--- config.mk ---
export PLATFORM = sky130hd
export DESIGN_NAME = ov_cfg_seq
export DESIGN_NICKNAME = d
export VERILOG_FILES = /design/src/rtl/ov_pkg.sv /design/src/rtl/ov_us_timer.sv /design/src/rtl/ov_cfg_seq.sv
export SDC_FILE = /design/constraint.sdc
export NUM_CORES = 1
export LEC_CHECK = 0
export BUFFER_PORTS_ARGS = -buffer_cell sky130_fd_sc_hd__buf_2
export CORE_MARGIN = 4
export CORE_UTILIZATION = 49
export DETAILED_ROUTE_END_ITERATION = 7
export PLACE_DENSITY = 0.78
export SLEW_MARGIN = 40
export SYNTH_ARGS = -nofsm -noshare
export SYNTH_HDL_FRONTEND = slang
export SYNTH_HIERARCHICAL = 1
export SYNTH_SLANG_ARGS = --single-unit
--- constraint.sdc ---
create_clock -name clk_sys -period 2.9 [get_ports clk_sys]
set_clock_uncertainty 0.05 [all_clocks]
set_input_delay 0.29 -clock clk_sys [delete_from_list [all_inputs] [get_ports clk_sys]]
set_output_delay 0.29 -clock clk_sys [all_outputs]
set_load 0.005 [all_outputs]
--- src/rtl/ov_pkg.sv ---
// Shared definitions for the OV sensor init sequencer.
// Holds the FSM state encoding, table-entry markers, IIC status bit positions
// and a helper that classifies a table entry.
package ov_pkg;

  typedef enum logic [3:0] {
    S_IDLE    = 4'd0,
    S_FETCH   = 4'd1,
    S_DECODE  = 4'd2,
    S_ISSUE   = 4'd3,
    S_WAIT_HI = 4'd4,
    S_WAIT_LO = 4'd5,
    S_DELAY   = 4'd6,
    S_DONE    = 4'd7,
    S_ERR     = 4'd8
  } state_t;

  typedef enum logic [1:0] {
    E_WRITE,
    E_DELAY,
    E_END
  } entry_t;

  localparam logic [15:0] END_MARK  = 16'hFFFF;
  localparam logic [7:0]  DLY_TAG   = 8'hFE;
  localparam logic [7:0]  ACT_WRITE = 8'h01;
  localparam int          ST_BUSY   = 0;
  localparam int          ST_NACK   = 1;
  localparam int          US_PER_MS = 1000;

  // End marker wins over the delay tag (FFFF also starts with FE? no, FF),
  // so test it first anyway to keep the ordering obvious.
  function automatic entry_t decode_entry(input logic [15:0] e);
    if (e == END_MARK)          return E_END;
    else if (e[15:8] == DLY_TAG) return E_DELAY;
    else                         return E_WRITE;
  endfunction

endpackage

--- src/rtl/ov_us_timer.sv ---
// Loadable down-counter paced by a 1 us pulse.
// In us mode each pluse_us decrements the count; in ms mode a prescaler
// swallows US_PER_MS pulses per decrement. done is high while the count is 0.
// Ports:
//   clk_sys, rst_n  clock / async active-low reset
//   pluse_us        one-cycle pulse every 1 us
//   load            load load_val and ms_mode, restart prescaler
//   ms_mode         1: count milliseconds, 0: count microseconds
//   load_val        initial count
//   done            count has reached zero
module ov_us_timer
  import ov_pkg::*;
#(
  parameter int W = 11
) (
  input  logic         clk_sys,
  input  logic         rst_n,
  input  logic         pluse_us,
  input  logic         load,
  input  logic         ms_mode,
  input  logic [W-1:0] load_val,
  output logic         done
);

  localparam logic [9:0] SUB_LAST = 10'(US_PER_MS - 1);

  logic [W-1:0] cnt;
  logic [9:0]   sub;
  logic         ms;

  always_ff @(posedge clk_sys or negedge rst_n) begin
    if (!rst_n) begin
      cnt <= '0;
      sub <= '0;
      ms  <= 1'b0;
    end else if (load) begin
      cnt <= load_val;
      sub <= '0;
      ms  <= ms_mode;
    end else if (pluse_us && cnt != '0) begin
      if (!ms) begin
        cnt <= cnt - 1'b1;
      end else if (sub == SUB_LAST) begin
        sub <= '0;
        cnt <= cnt - 1'b1;
      end else begin
        sub <= sub + 1'b1;
      end
    end
  end

  assign done = (cnt == '0);

endmodule

--- src/rtl/ov_cfg_seq.sv ---
// Sensor register-init sequencer. Walks a table ROM from entry 0, issuing one
// IIC write per entry through the IIC master register interface, honouring
// ms delay entries, retrying NACKed writes and bounding each transaction.
// Ports:
//   clk_sys, rst_n        clock / async active-low reset
//   pluse_us              1 us tick
//   start                 begin a sequence (ignored while one runs)
//   tab_addr / tab_data   table ROM, data valid one cycle after address
//   cfg_iic_devid/addr/wdata, act_iic_write  IIC master request
//   stu_iic_status        IIC master status {.., nack, busy}
//   seq_busy/done/err, err_idx  sequence status
module ov_cfg_seq
  import ov_pkg::*;
#(
  parameter logic [7:0] DEVID      = 8'h42,
  parameter int         TAB_AW     = 8,
  parameter int         MAX_RETRY  = 3,
  parameter int         TIMEOUT_US = 2000
) (
  input  logic              clk_sys,
  input  logic              rst_n,
  input  logic              pluse_us,
  input  logic              start,
  output logic [TAB_AW-1:0] tab_addr,
  input  logic [15:0]       tab_data,
  output logic [7:0]        cfg_iic_devid,
  output logic [7:0]        cfg_iic_addr,
  output logic [7:0]        cfg_iic_wdata,
  output logic [7:0]        act_iic_write,
  input  logic [7:0]        stu_iic_status,
  output logic              seq_busy,
  output logic              seq_done,
  output logic              seq_err,
  output logic [TAB_AW-1:0] err_idx
);

  // Timer must hold both the us timeout and an 8-bit ms delay count.
  localparam int TW = ($clog2(TIMEOUT_US + 1) > 8) ? $clog2(TIMEOUT_US + 1) : 8;
  localparam int RW = (MAX_RETRY > 0) ? $clog2(MAX_RETRY + 1) : 1;
  localparam logic [TAB_AW-1:0] LAST_IDX = '1;

  state_t          state, nxt;
  logic [RW-1:0]   retry;
  logic            busy_in, nack_in;
  logic            tmr_ld, tmr_ms, tmr_done;
  logic [TW-1:0]   tmr_val;
  logic            clr, adv, latch, inc_retry, clr_retry;
  logic [5:0]      unused_status;

  assign busy_in       = stu_iic_status[ST_BUSY];
  assign nack_in       = stu_iic_status[ST_NACK];
  assign unused_status = stu_iic_status[7:2];
  assign cfg_iic_devid = DEVID;

  ov_us_timer #(.W(TW)) u_tmr (
    .clk_sys  (clk_sys),
    .rst_n    (rst_n),
    .pluse_us (pluse_us),
    .load     (tmr_ld),
    .ms_mode  (tmr_ms),
    .load_val (tmr_val),
    .done     (tmr_done)
  );

  always_ff @(posedge clk_sys or negedge rst_n) begin
    if (!rst_n) state <= S_IDLE;
    else        state <= nxt;
  end

  always_comb begin
    nxt       = state;
    clr       = 1'b0;
    adv       = 1'b0;
    latch     = 1'b0;
    inc_retry = 1'b0;
    clr_retry = 1'b0;
    tmr_ld    = 1'b0;
    tmr_ms    = 1'b0;
    tmr_val   = '0;
    case (state)
      S_IDLE: if (start) begin
        nxt = S_FETCH;
        clr = 1'b1;
      end
      S_FETCH: nxt = S_DECODE;
      S_DECODE: begin
        case (decode_entry(tab_data))
          E_END:   nxt = S_DONE;
          E_DELAY: begin
            nxt     = S_DELAY;
            tmr_ld  = 1'b1;
            tmr_ms  = 1'b1;
            tmr_val = TW'(tab_data[7:0]);
          end
          default: begin
            nxt   = S_ISSUE;
            latch = 1'b1;
          end
        endcase
      end
      S_ISSUE: begin
        nxt     = S_WAIT_HI;
        tmr_ld  = 1'b1;
        tmr_val = TW'(TIMEOUT_US);
      end
      S_WAIT_HI: begin
        if (busy_in)       nxt = S_WAIT_LO;
        else if (tmr_done) nxt = S_ERR;
      end
      S_WAIT_LO: begin
        if (!busy_in) begin
          if (!nack_in) begin
            clr_retry = 1'b1;
            // The table has no wrap: running off the last index is an error.
            if (tab_addr == LAST_IDX) nxt = S_ERR;
            else begin
              nxt = S_FETCH;
              adv = 1'b1;
            end
          end else if (retry < RW'(MAX_RETRY)) begin
            nxt       = S_ISSUE;
            inc_retry = 1'b1;
          end else begin
            nxt = S_ERR;
          end
        end else if (tmr_done) begin
          nxt = S_ERR;
        end
      end
      S_DELAY: if (tmr_done) begin
        if (tab_addr == LAST_IDX) nxt = S_ERR;
        else begin
          nxt = S_FETCH;
          adv = 1'b1;
        end
      end
      S_DONE:  nxt = S_IDLE;
      S_ERR:   nxt = S_IDLE;
      default: nxt = S_IDLE;
    endcase
  end

  always_ff @(posedge clk_sys or negedge rst_n) begin
    if (!rst_n) begin
      tab_addr      <= '0;
      cfg_iic_addr  <= '0;
      cfg_iic_wdata <= '0;
      act_iic_write <= '0;
      retry         <= '0;
      seq_busy      <= 1'b0;
      seq_done      <= 1'b0;
      seq_err       <= 1'b0;
      err_idx       <= '0;
    end else begin
      // Registered strobe: high exactly while the FSM sits in ISSUE.
      act_iic_write <= (nxt == S_ISSUE) ? ACT_WRITE : 8'h00;
      if (clr) begin
        tab_addr <= '0;
        seq_done <= 1'b0;
        seq_err  <= 1'b0;
        seq_busy <= 1'b1;
      end
      if (adv) tab_addr <= tab_addr + 1'b1;
      // addr/wdata only change in DECODE, so they hold through every retry.
      if (latch) begin
        cfg_iic_addr  <= tab_data[15:8];
        cfg_iic_wdata <= tab_data[7:0];
      end
      if (clr || clr_retry) retry <= '0;
      else if (inc_retry)   retry <= retry + 1'b1;
      if (state == S_DONE) begin
        seq_done <= 1'b1;
        seq_busy <= 1'b0;
      end
      if (state == S_ERR) begin
        seq_err  <= 1'b1;
        err_idx  <= tab_addr;
        seq_busy <= 1'b0;
      end
    end
  end

endmodule

; After elaboration in Yosys (flattened, before gate mapping)
; Cells that the tools add are included.
[classes]
n_lt_le_gt_ge = 1
muxes = 53
n_eq_ne = 16
n_addsub = 4
n_reduce_logical = 15
[op_table]
columns = operator, count
row1 = 11-bit 2-to-1 mux, 4
row2 = 10-bit 2-to-1 mux, 4
row3 = 4-bit 2-to-1 mux, 8
row4 = 4-bit one-hot mux with 7 select lines, 1
row5 = 1-bit 2-to-1 mux, 25
row6 = 8-bit 2-to-1 mux, 3
row7 = 11-bit one-hot mux with 2 select lines, 1
row8 = "16-bit == test, second input constant", 1
row9 = "4-bit by 3-bit == test with 1-bit output, second input constant", 4
row10 = "8-bit == test, second input constant", 2
row11 = "4-bit by 2-bit == test with 1-bit output, second input constant", 3
row12 = 2-bit nonzero test, 6
row13 = 11-bit zero test, 1
row14 = 11-bit nonzero test, 1
row15 = "11-bit by 1-bit subtractor with 11-bit output, second input constant", 1
row16 = "10-bit by 1-bit adder with 10-bit output, second input constant", 1
row17 = "10-bit == test, second input constant", 1
row18 = "8-bit by 1-bit adder with 8-bit output, second input constant", 1
row19 = 2-bit 2-to-1 mux, 4
row20 = 3-bit one-hot mux with 2 select lines, 1
row21 = "4-bit by 1-bit == test with 1-bit output, second input constant", 1
row22 = "4-bit == test, second input constant", 1
row23 = 4-bit zero test, 1
row24 = 1-bit one-hot mux with 2 select lines, 2
row25 = 10 further kinds, 11
[totals]
in_bits = 28
ff_bits = 64
elab_cells = 102
out_inout_bits = 51

; Longest topological paths before layout
[logic_depth]
word_depth = 9
ltp_mapped = 11
depth_no_buf = 9

; Modules after synthesis
; Netlist, hierarchy kept.
[modules_own_cells]
columns = mod, cells_each, area_per_inst_um2, seq_area_each_um2, instances
row1 = ov_cfg_seq, 211, 2322.2, 1051.0, 1
row2 = ov_us_timer, 145, 1298.7, 550.5, 1

; Worst setup path after synthesis
; OpenSTA, ideal clock, no wires.
[synth_timing]
kind = register to register
start = register u_tmr.cnt[0]
end = register tab_addr[3]
n_path_buf = 0
setup_ns = 0.126
path_slack_ns = 0.152
path_stages_with_launch = 9
period_less_slack_ns = 2.748
required_ns = 2.724
arrival_time_ns = 2.572
cell_sequence = dfrtp_1 > inv_1 > ha_1 > or3b_1 > nor4_1 > nand3b_1 > o32ai_2 > a21oi_1 > a221o_1
[synth_between]
elab_chain_cells = 4
elab_cells_between_ends = 5
cone_classes = 3 x mux / 2 x reduce/logical
[synth_lines]
columns = element, line_no
row1 = "start, declared", ov_us_timer.sv:27  ; logic [W-1:0] cnt;
row2 = "start signal, assigned", ov_us_timer.sv:37  ; cnt <= load_val;
row3 = "start signal, assigned", ov_us_timer.sv:42  ; cnt <= cnt - 1'b1;
row4 = "start signal, assigned", ov_us_timer.sv:45  ; cnt <= cnt - 1'b1;
row5 = 11-bit zero test *, ov_us_timer.sv:52  ; assign done = (cnt == '0);
row6 = named net tmr_done, ov_cfg_seq.sv:45  ; logic tmr_ld, tmr_ms, tmr_done;
row7 = 1-bit 2-to-1 mux *, ov_cfg_seq.sv:130  ; S_DELAY: if (tmr_done) begin
row8 = 1-bit one-hot mux with 2 select lines *, ov_cfg_seq.sv:80  ; case (state)
row9 = 8-bit 2-to-1 mux or 2-bit nonzero test (tied branches), --
row10 = "end signal, assigned", ov_cfg_seq.sv:163  ; if (adv) tab_addr <= tab_addr + 1'b1;
row11 = "end, declared", ov_cfg_seq.sv:24  ; output logic [TAB_AW-1:0] tab_addr,
; Mark *: on every way through the listed nets, which the timed path passes. The rest lies on a longest branch.
; A chain may end at the register's enable or synchronous reset.

; Worst setup path in the final report
; Same ends and word-level chain as after synthesis.

==> reports/metrics.cfg <==
[status]
status=finished clean

[logic_synthesis]
synth_compound_area_frac=0.160
synth.area.top_cells=dfrtp_1 (44%), mux2_2 (4.7%), mux2_4 (4.1%)
synthTopCellsByCount=dfrtp_1 (64), nand2_1 (25), nor2_1 (20)
synth_top_family_by_area=simple AND/OR/NAND/NOR gates
synth-edff-count=0
syn_area_per_cell_um2=10.2
synth_top_area_frac=0.442
ys_warn_count=6
synthAdderAreaFrac=0.0138
synth_mux_area_frac=0.0909
synth_largest_area_cell=dfrtp_1
synth.cell_area_um2=3620
synth-simple-area-share=0.198
syn_inst=356
ys_types=65
async_reset_ff_frac=1.00
yosysMostFrequentCell=dfrtp_1
synth_xor_area_frac=0.0218
seq_area_frac_synth=0.442
ys.flop_type=dfrtp_1
ys_ff_latch=64

[worst_setup_path]
worst_ep_required_time_ns=3.08
critical_path.max_fanout=6
r2r_end=tab_addr[3]
cp-end-kind=flop
reg2reg_depth=8
r2r_slack_ns=0.25
crit_start=u_tmr/cnt[0]
setup.worst_path.end=tab_addr[3]
arrival_ns=2.83
critPathLaunchType=flop
r2r-start=u_tmr/cnt[0]
crit_type=flop to flop

[timing]
setup_viol=0
slew_headroom=0.484
max_clock_freq_ghz=0.377
layout_min_cycle_time_ns=2.65
tightestPinTransition_ns=0.768
hold_ws_ns=0.134
drv_slew=0
fin_ws_ns=0.245
grt_setup_unrepaired=no
setup_tns_ns=0
hold_viol_final=0
fin_crit_sh=0.915

[global_route]
grt_overflow_total=0
grt_pass1_vias=2870
grt.total_usage=0.188
antenna_found_initial=0
grt_pass1_wl_um=13100
grt_max_degree=37

[cts]
clkSinkCount=64
cts_tree=yes
cts_setup_buffers=0
clk_pin_slew_worst_paths_ns=0.08
root_buffer=clkbuf_8
clockBufferDepth=2
htreeDepth=3
clk_latency_ns=0.35
cts_buffers=9

[drt]
route.detailed.drc=0
viasPerCell=5.63
vias=2943
first_pass_iters=4
ant_nets=0
wl_per_cell_um=15.3
wirelength_um=7990
first_iter_violations=143

[die]
rows=31
die_h_um=94.0
fp.dieArea_um2=8830
ios=79
start_util=0.502
core_um2=7210
die-width_um=94.0

[finish]
finalNetCount=451
diodes=0
drive_above_1_share=0.288
layout-area-overhead-vs-synth_pct=14.9
instances_no_fill=523
fin_util=0.576
design_area_um2=4160

[placement]
io_buffers=57
dp_hpwl_um=5800
dpl.cell_count=506
dpl_cell_area_um2=3950
gp_routability_congestion=0.878
place_worst_setup_slack_ns=0.203

[power_and_ir_drop]
finalPower_mw=3.34
power_density_nw_per_um2=803
seqPwrFrac=0.403
p_clk_frac=0.223
switching_share=0.350
intPower_mw=2.17
leakage_nw=1.97
ir_drop_v=0.000469
p_sw_mw=1.17
combPwrFrac=0.373

[min_path]
hold_path.class=primary input to flop

[job]
maxCapViolCount=0

-- cell type report --
class | instances | area, um^2
Timing Repair Buffer | 70 | 388
Clock inverter | 6 | 60.1
Tap cell | 99 | 124
Fill cell | 618 | 3060
Sequential cell | 64 | 1600
Multi-Input combinational cell | 263 | 1820
Inverter | 11 | 41.3
Clock buffer | 10 | 128
-- what timing repair did --
item / 4_1_cts / 5_1_grt
hold endpoints to repair: 0 / 34
setup endpoints to repair: 0 / 2
hold buffers: 0 / 1
gates resized for setup: 0 / 1
-- critical path, stage by stage, from the launching register on --
cell,delay [ns]
dfrtp_1,0.37
inv_1,0.09
ha_1,0.20
or3b_1,0.44
nor4_2,0.36
nand3b_1,0.21
o32ai_2,0.20
a21oi_1,0.23
a221o_1,0.39
-- cells in the final DEF (no fill, tap or decap), types with 4 or more instances in the layout --
cell / netlist / final
o21ai_0: 14 / 14
ha_1: 4 / 4
nand4_1: 8 / 8
nand3_1: 13 / 13
conb_1: 2 / 15
a21o_1: 6 / 6
mux2_4: 10 / 10
xor2_1: 5 / 5
a21oi_1: 7 / 7
inv_1: 11 / 11
o22ai_1: 4 / 4
o21ai_1: 4 / 4
xnor2_1: 4 / 4
a31oi_1: 6 / 6
o31ai_1: 9 / 9
a221o_1: 4 / 4
buf_2: 1 / 56
clkbuf_8: 0 / 9
dfrtp_1: 64 / 64
and2_1: 13 / 13
nor3_1: 10 / 10
nor2_1: 20 / 20
buf_4: 16 / 13
and3_1: 10 / 10
nand2_1: 25 / 25
nand2b_1: 4 / 4
mux2_2: 15 / 15
-- kinds of logic after synthesis --
kind of cell,Yosys count
AOI/OAI and AO/OA,80
xor gates and xnor gates,9
adders and majority gates,4
buffers and inverters,42
DFF,64
muxes,26
other,2
and+or+nand+nor,129
-- worst min-delay path by stage --
stage	endpoint	depth (start not counted)	startpoint	slack (ns)
floorplan	act_iic_write[0]	0	rst_n	-0.06
global route	cfg_iic_addr[1]	2	tab_data[9]	0.13
finish	cfg_iic_addr[7]	2	tab_data[15]	0.13
detailed placement	u_tmr/cnt[3]	1	rst_n	0.38
global placement	u_tmr/cnt[3]	1	rst_n	0.36
CTS	u_tmr/cnt[5]	1	rst_n	0.002
-- power groups by stage --
stage	logic [mW]	clock network, mW	registers [mW]
floorplan	0.900	0	1.34
global placement	1.19	0	1.34
detailed placement	1.23	0	1.36
CTS	1.24	0.759	1.34
global route	1.39	0.802	1.38
finish	1.25	0.746	1.35
-- registers in the layout (all words and copies together), names as in the netlist --
name,count
u_tmr/sub,10
seq_done,1
err_idx,8
retry,2
cfg_iic_addr,8
u_tmr/cnt,11
seq_busy,1
seq_err,1
cfg_iic_wdata,8
u_tmr/ms,1
state,4
act_iic_write,1
tab_addr,8
-- layer usage --
metal  track usage  up-vias  share of wire
li1              -     1405              -
met1         0.237     1414           0.43
met2         0.308      108           0.49
met3        0.0441       16          0.055
met4        0.0818        0          0.023
met5             0        -              0
Note: power is estimated with default switching activity, not from simulation.
